File: src/rtl/pattern_scheduler_if.sv
// Command/sync/colour bundle between a UART front end and the pattern scheduler.
// master drives RX strobe, byte and VSync; slave returns colour, mode, pending and frame count.
interface pattern_scheduler_if;
  logic       i_RX_DV;
  logic [7:0] i_RX_Byte;
  logic       i_VSync;
  logic [7:0] o_Byte;
  logic       o_Auto;
  logic       o_Pending;
  logic [7:0] o_Frame_Count;

  modport master (
    output i_RX_DV, i_RX_Byte, i_VSync,
    input  o_Byte, o_Auto, o_Pending, o_Frame_Count
  );

  modport slave (
    input  i_RX_DV, i_RX_Byte, i_VSync,
    output o_Byte, o_Auto, o_Pending, o_Frame_Count
  );
endinterface

File: src/rtl/pattern_scheduler.sv
// Frame-synchronous colour scheduler: UART commands wait for a VSync falling edge.
// Ports: CLK, i_Reset (sync, active high), bus (slave: RX strobe/byte, VSync in; colour/status out).
module pattern_scheduler #(
  parameter int unsigned FRAMES_PER_STEP = 60
) (
  input logic           CLK,
  input logic           i_Reset,
  pattern_scheduler_if.slave bus
);

  typedef enum logic {MANUAL, AUTO} state_t;

  localparam logic [7:0] LAST = 8'(FRAMES_PER_STEP - 1);

  state_t     state, state_nx;
  logic       vs_q;
  logic [7:0] col_q, col_nx;
  logic [7:0] cnt_q, cnt_nx;
  logic [7:0] pend_q, pend_nx;
  logic       pend_v, pend_v_nx;
  logic       boundary;
  logic       legal;
  logic       cmd_col, cmd_go, cmd_stop;
  logic [7:0] col_adv;

  assign boundary = vs_q & ~bus.i_VSync;

  always_comb begin
    legal = 1'b0;
    case (bus.i_RX_Byte)
      8'h30, 8'h31, 8'h32, 8'h33,
      8'h41, 8'h53: legal = 1'b1;
      default:      legal = 1'b0;
    endcase
  end

  assign cmd_col  = (pend_q[7:2] == 6'b001100);
  assign cmd_go   = (pend_q == 8'h41);
  assign cmd_stop = (pend_q == 8'h53);

  always_comb begin
    col_adv = 8'h31;
    case (col_q)
      8'h31:   col_adv = 8'h32;
      8'h32:   col_adv = 8'h33;
      default: col_adv = 8'h31;
    endcase
  end

  // New byte loads even on a boundary cycle; the boundary
  // consumes the previously registered command.
  always_comb begin
    pend_nx   = pend_q;
    pend_v_nx = pend_v;
    if (bus.i_RX_DV && legal) begin
      pend_nx   = bus.i_RX_Byte;
      pend_v_nx = 1'b1;
    end else if (boundary) begin
      pend_v_nx = 1'b0;
    end
  end

  always_comb begin
    state_nx = state;
    col_nx   = col_q;
    cnt_nx   = cnt_q;
    if (boundary) begin
      if (pend_v) begin
        unique case (1'b1)
          cmd_col: begin
            col_nx   = pend_q;
            state_nx = MANUAL;
            cnt_nx   = 8'h00;
          end
          cmd_go: begin
            col_nx   = 8'h31;
            state_nx = AUTO;
            cnt_nx   = 8'h00;
          end
          cmd_stop: begin
            state_nx = MANUAL;
            cnt_nx   = 8'h00;
          end
        endcase
      end else if (state == AUTO) begin
        if (cnt_q == LAST) begin
          col_nx = col_adv;
          cnt_nx = 8'h00;
        end else begin
          cnt_nx = cnt_q + 8'h01;
        end
      end
    end
  end

  always_ff @(posedge CLK) begin
    if (i_Reset) begin
      state  <= MANUAL;
      vs_q   <= 1'b1;
      col_q  <= 8'h30;
      cnt_q  <= 8'h00;
      pend_q <= 8'h00;
      pend_v <= 1'b0;
    end else begin
      state  <= state_nx;
      vs_q   <= bus.i_VSync;
      col_q  <= col_nx;
      cnt_q  <= cnt_nx;
      pend_q <= pend_nx;
      pend_v <= pend_v_nx;
    end
  end

  assign bus.o_Byte        = col_q;
  assign bus.o_Auto        = (state == AUTO);
  assign bus.o_Pending     = pend_v;
  assign bus.o_Frame_Count = cnt_q;

endmodule

File: src/flat_wrapper.sv
// flat-port wrapper written by rule: the top's interface ports become plain ports
module pattern_scheduler_flat 
#(
  parameter int unsigned FRAMES_PER_STEP = 60
)
  (CLK, i_Reset, bus_i_RX_DV, bus_i_RX_Byte, bus_i_VSync, bus_o_Byte, bus_o_Auto, bus_o_Pending, bus_o_Frame_Count);
  pattern_scheduler_if bus_i ();
  input logic CLK;
  input logic i_Reset;
  input wire logic [$bits(bus_i.i_RX_DV)-1:0] bus_i_RX_DV;
  input wire logic [$bits(bus_i.i_RX_Byte)-1:0] bus_i_RX_Byte;
  input wire logic [$bits(bus_i.i_VSync)-1:0] bus_i_VSync;
  output wire logic [$bits(bus_i.o_Byte)-1:0] bus_o_Byte;
  output wire logic [$bits(bus_i.o_Auto)-1:0] bus_o_Auto;
  output wire logic [$bits(bus_i.o_Pending)-1:0] bus_o_Pending;
  output wire logic [$bits(bus_i.o_Frame_Count)-1:0] bus_o_Frame_Count;
  assign bus_i.i_RX_DV = bus_i_RX_DV;
  assign bus_i.i_RX_Byte = bus_i_RX_Byte;
  assign bus_i.i_VSync = bus_i_VSync;
  assign bus_o_Byte = bus_i.o_Byte;
  assign bus_o_Auto = bus_i.o_Auto;
  assign bus_o_Pending = bus_i.o_Pending;
  assign bus_o_Frame_Count = bus_i.o_Frame_Count;
  pattern_scheduler #(.FRAMES_PER_STEP(FRAMES_PER_STEP)) u_core (.CLK(CLK), .i_Reset(i_Reset), .bus(bus_i));
endmodule
File: config.mk
export PLATFORM = sky130hd
export DESIGN_NAME = pattern_scheduler_flat
export DESIGN_NICKNAME = d
export VERILOG_FILES = /design/src/rtl/pattern_scheduler_if.sv /design/src/rtl/pattern_scheduler.sv /design/src/flat_wrapper.sv
export SDC_FILE = /design/constraint.sdc
export NUM_CORES = 1
export LEC_CHECK = 0
export BUFFER_PORTS_ARGS = -buffer_cell sky130_fd_sc_hd__buf_2
export CORE_MARGIN = 2
export CORE_UTILIZATION = 47
export CTS_CLUSTER_SIZE = 28
export DETAILED_ROUTE_END_ITERATION = 10
export GPL_ROUTABILITY_DRIVEN = 0
export PLACE_DENSITY = 0.74
export SYNTH_ARGS = -nofsm -noshare
export SYNTH_HDL_FRONTEND = slang
export SYNTH_SLANG_ARGS = --single-unit
File: constraint.sdc
create_clock -name CLK -period 1.75 [get_ports CLK]
set_input_delay 0.35 -clock CLK [delete_from_list [all_inputs] [get_ports CLK]]
set_output_delay 0.35 -clock CLK [all_outputs]
set_load 0.1 [all_outputs]
==> results_dict.tcl <==
set metrics [dict create \
    synth_async_sr_flop_share_pct 0 \
    ios 30 \
    grt_max_degree 23 \
    synth.cell_area_mm2 0.00128 \
    vias 1143 \
    hold_path.class "input pin to register" \
    finClkSkew_ps 7.81 \
    m1WireLength_um 1260 \
    path_buf_inv 0 \
    min_period_over_period_pct 97.4 \
    cp.depth 4 \
    drv_slew 0 \
    clock_path_buffers 2 \
    synth_cell_type_count 44 \
    grt_first_pass_wirelength_um 4680 \
    worstPathCellList "or3_4, or3_4, a21oi_4, mux2_4" \
    syn_area_per_cell_um2 9.35 \
    cts.sinks 27 \
    cts_tree "done" \
    routed.top_layer "met4" \
    final_layout_size_suffix_gt1_share_pct 37.6 \
    grt_pass1_vias 1114 \
    synth_nets 150 \
    period_minus_slack_ps 1700 \
    numPortBuffers 29 \
    cp_slowest_cell "or3_4" \
    startpoint_type "register" \
    yosys-top-cells-area "dfxtp_1 42%, a21oi_1 3.5%, nor3b_1 3.5%" \
    max_clock_freq_mhz 587 \
    cts_buffers 3 \
    vias_per_cell 5.72 \
    powerDensity_mw_per_mm2 607 \
    synth_top_area_cell "dfxtp_1" \
    grt_usage_pct 18.5 \
    synthToLayoutAreaGrowth_pct 21.4 \
    firstDrtPassIters 4 \
    root_buffer "clkbuf_4" \
    critical_path_class "register to register" \
    synth_flop_cell "dfxtp_1" \
    critical-path-top-delay-family "simple AND/OR/NAND/NOR gates" \
    p_leak_nw 0.600 \
    max_slew_margin_pct 67.7 \
    initial_utilization_pct 50.8 \
    min_path_cells 2 \
    setup_viol 0 \
    antenna_left 0 \
    grt_overflow_total 0 \
    ir_drop_mv 0.453 \
    cp.required_ps 1980 \
    post-cts-setup-buffers 0 \
    maxCapViolations 0 \
    wl_met2_um 1390 \
    ys_ff_latch 27 \
    antenna_found_initial 0 \
    dieArea_mm2 0.00316 \
    finalWorstSetupSlack_ps 45.6 \
    wirelength_um 2800 \
    synthCells 137 \
    wl_met3_um 100 \
    reg2regPathDepth 4 \
    worst_path_most_repeated_cell "or3_4" \
    yosysWarnings 0 \
    fp.coreArea_mm2 0.00252 \
    pre_cts_slack_ps -14.2 \
    crit_fanout 4 \
    die_width_um 56.2 \
    synth-edff-count 0 \
    clock_latency_ps 320 \
    diodes 0 \
    htree_levels 1 \
    initialDrtViolationCount 18 \
    grt_setup_unrepaired "false" \
    worst_ep_arrival_time_ps 1940 \
    seq_area_frac_synth_pct 42.2 \
    end_kind "register" \
    slowest_delay_ps 410 \
    hold_viol 0 \
    cts.reportedPaths.clkPinSlew_ps 140 \
    die_height_um 56.2 \
    nets 184 \
    routedWlPerCell_um 14.0 \
    status "finished clean" \
    holdWs_ps 235 \
    rows 18 \
    cts_hold_buf 0 \
    post-dp-hpwl_um 2120 \
    worstMarginPinSlew_ps 487 \
    drc 0 \
    yosys.area.top_type_share_pct 42.2 \
]
==> report_power, final <==
part / internal, mW / total, mW / leakage (nW) / switching, mW
Clock: 0.0893 / 0.268 / 0.0150 / 0.179
Sequential: 0.611 / 0.614 / 0.224 / 0.00251
Combinational: 0.0244 / 0.0628 / 0.361 / 0.0383
Total: 0.725 / 0.944 / 0.600 / 0.220
==> what timing repair did <==
action                                  CTS  global route
pin swaps                                 0             3
endpoints found under the hold margin     0             0
endpoints found under the setup margin    1             3
gates resized for setup                   1             5
==> cell usage after synthesis (4+ instances only) <==
| library cell | number |
|---|---|
| dfxtp_1 | 27 |
| nor2_1 | 11 |
| a21oi_1 | 9 |
| nand3_1 | 7 |
| o21ai_0 | 7 |
| nand2_1 | 6 |
| nor3b_1 | 6 |
| xnor2_1 | 5 |
| clkbuf_1 | 4 |
| inv_1 | 4 |
==> worst paths after layout <==
path,startpoint,to,slack [ps]
setup reg to reg,u_core.pend_q[7],u_core.bus.o_Byte[0],50
hold reg to reg,u_core.bus.o_Byte[4],u_core.bus.o_Byte[4],470
hold / removal,bus_i_VSync,u_core.vs_q,240
setup / recovery,u_core.pend_q[7],u_core.bus.o_Byte[0],50
==> sequential cells by signal, summed over array words and instances (netlist names) <==
name                      flops
u_core.bus.o_Auto             1
u_core.bus.o_Byte             8
u_core.bus.o_Frame_Count      8
u_core.bus.o_Pending          1
u_core.pend_q                 8
u_core.vs_q                   1
==> cell usage in the layout (no fill, tap or decap), types with 4 or more instances in the layout <==
master / netlist / routed
xnor2_1: 5 / 5
nand2_1: 6 / 6
o21ai_0: 7 / 6
dfxtp_1: 27 / 16
buf_4: 0 / 4
dfxtp_2: 0 / 7
nor2_1: 11 / 11
nand3_1: 7 / 7
nor3b_1: 6 / 6
a21oi_1: 9 / 9
buf_2: 0 / 29
dfxtp_4: 0 / 4
inv_1: 4 / 4
==> kinds of logic after synthesis <==
family	Yosys count	share of synthesized area, %
fa+ha+maj	1	0.976
flops	27	42.2
compound gates	31	17.5
mux	1	1.17
simple gates	62	31.1
buf+inv	8	2.34
xor+xnor	7	4.79
==> metrics by stage <==
step                area [um2]  TNS [ps]  cells  utilization (%)  power, mW
finish                    1560         0    200             61.7      0.944
detailed placement        1500     -14.2    196             59.6      0.689
floorplan                 1310     -54.7    137                -      0.660
global placement          1500         0    196             59.6      0.686
CTS                       1540         0    200             61.1      0.955
global route              1560         0    200             61.7      0.983
==> cell type report <==
class                   count  area, um2
multi-input cells         102        737
fillers                   234        967
inverters                   4       15.0
flip-flops and latches     27        564
repair buffers             33        175
clock buffers               4       26.3
well taps                  30       37.5
==> layer usage <==
layer | GRT usage (%) | up-vias
met2 | 31.8 | 24
met1 | 21.8 | 541
met5 | 0 | -
li1 | - | 573
met4 | 9.86 | 0
met3 | 3.26 | 5
Note: power is estimated with default switching activity, not from simulation.
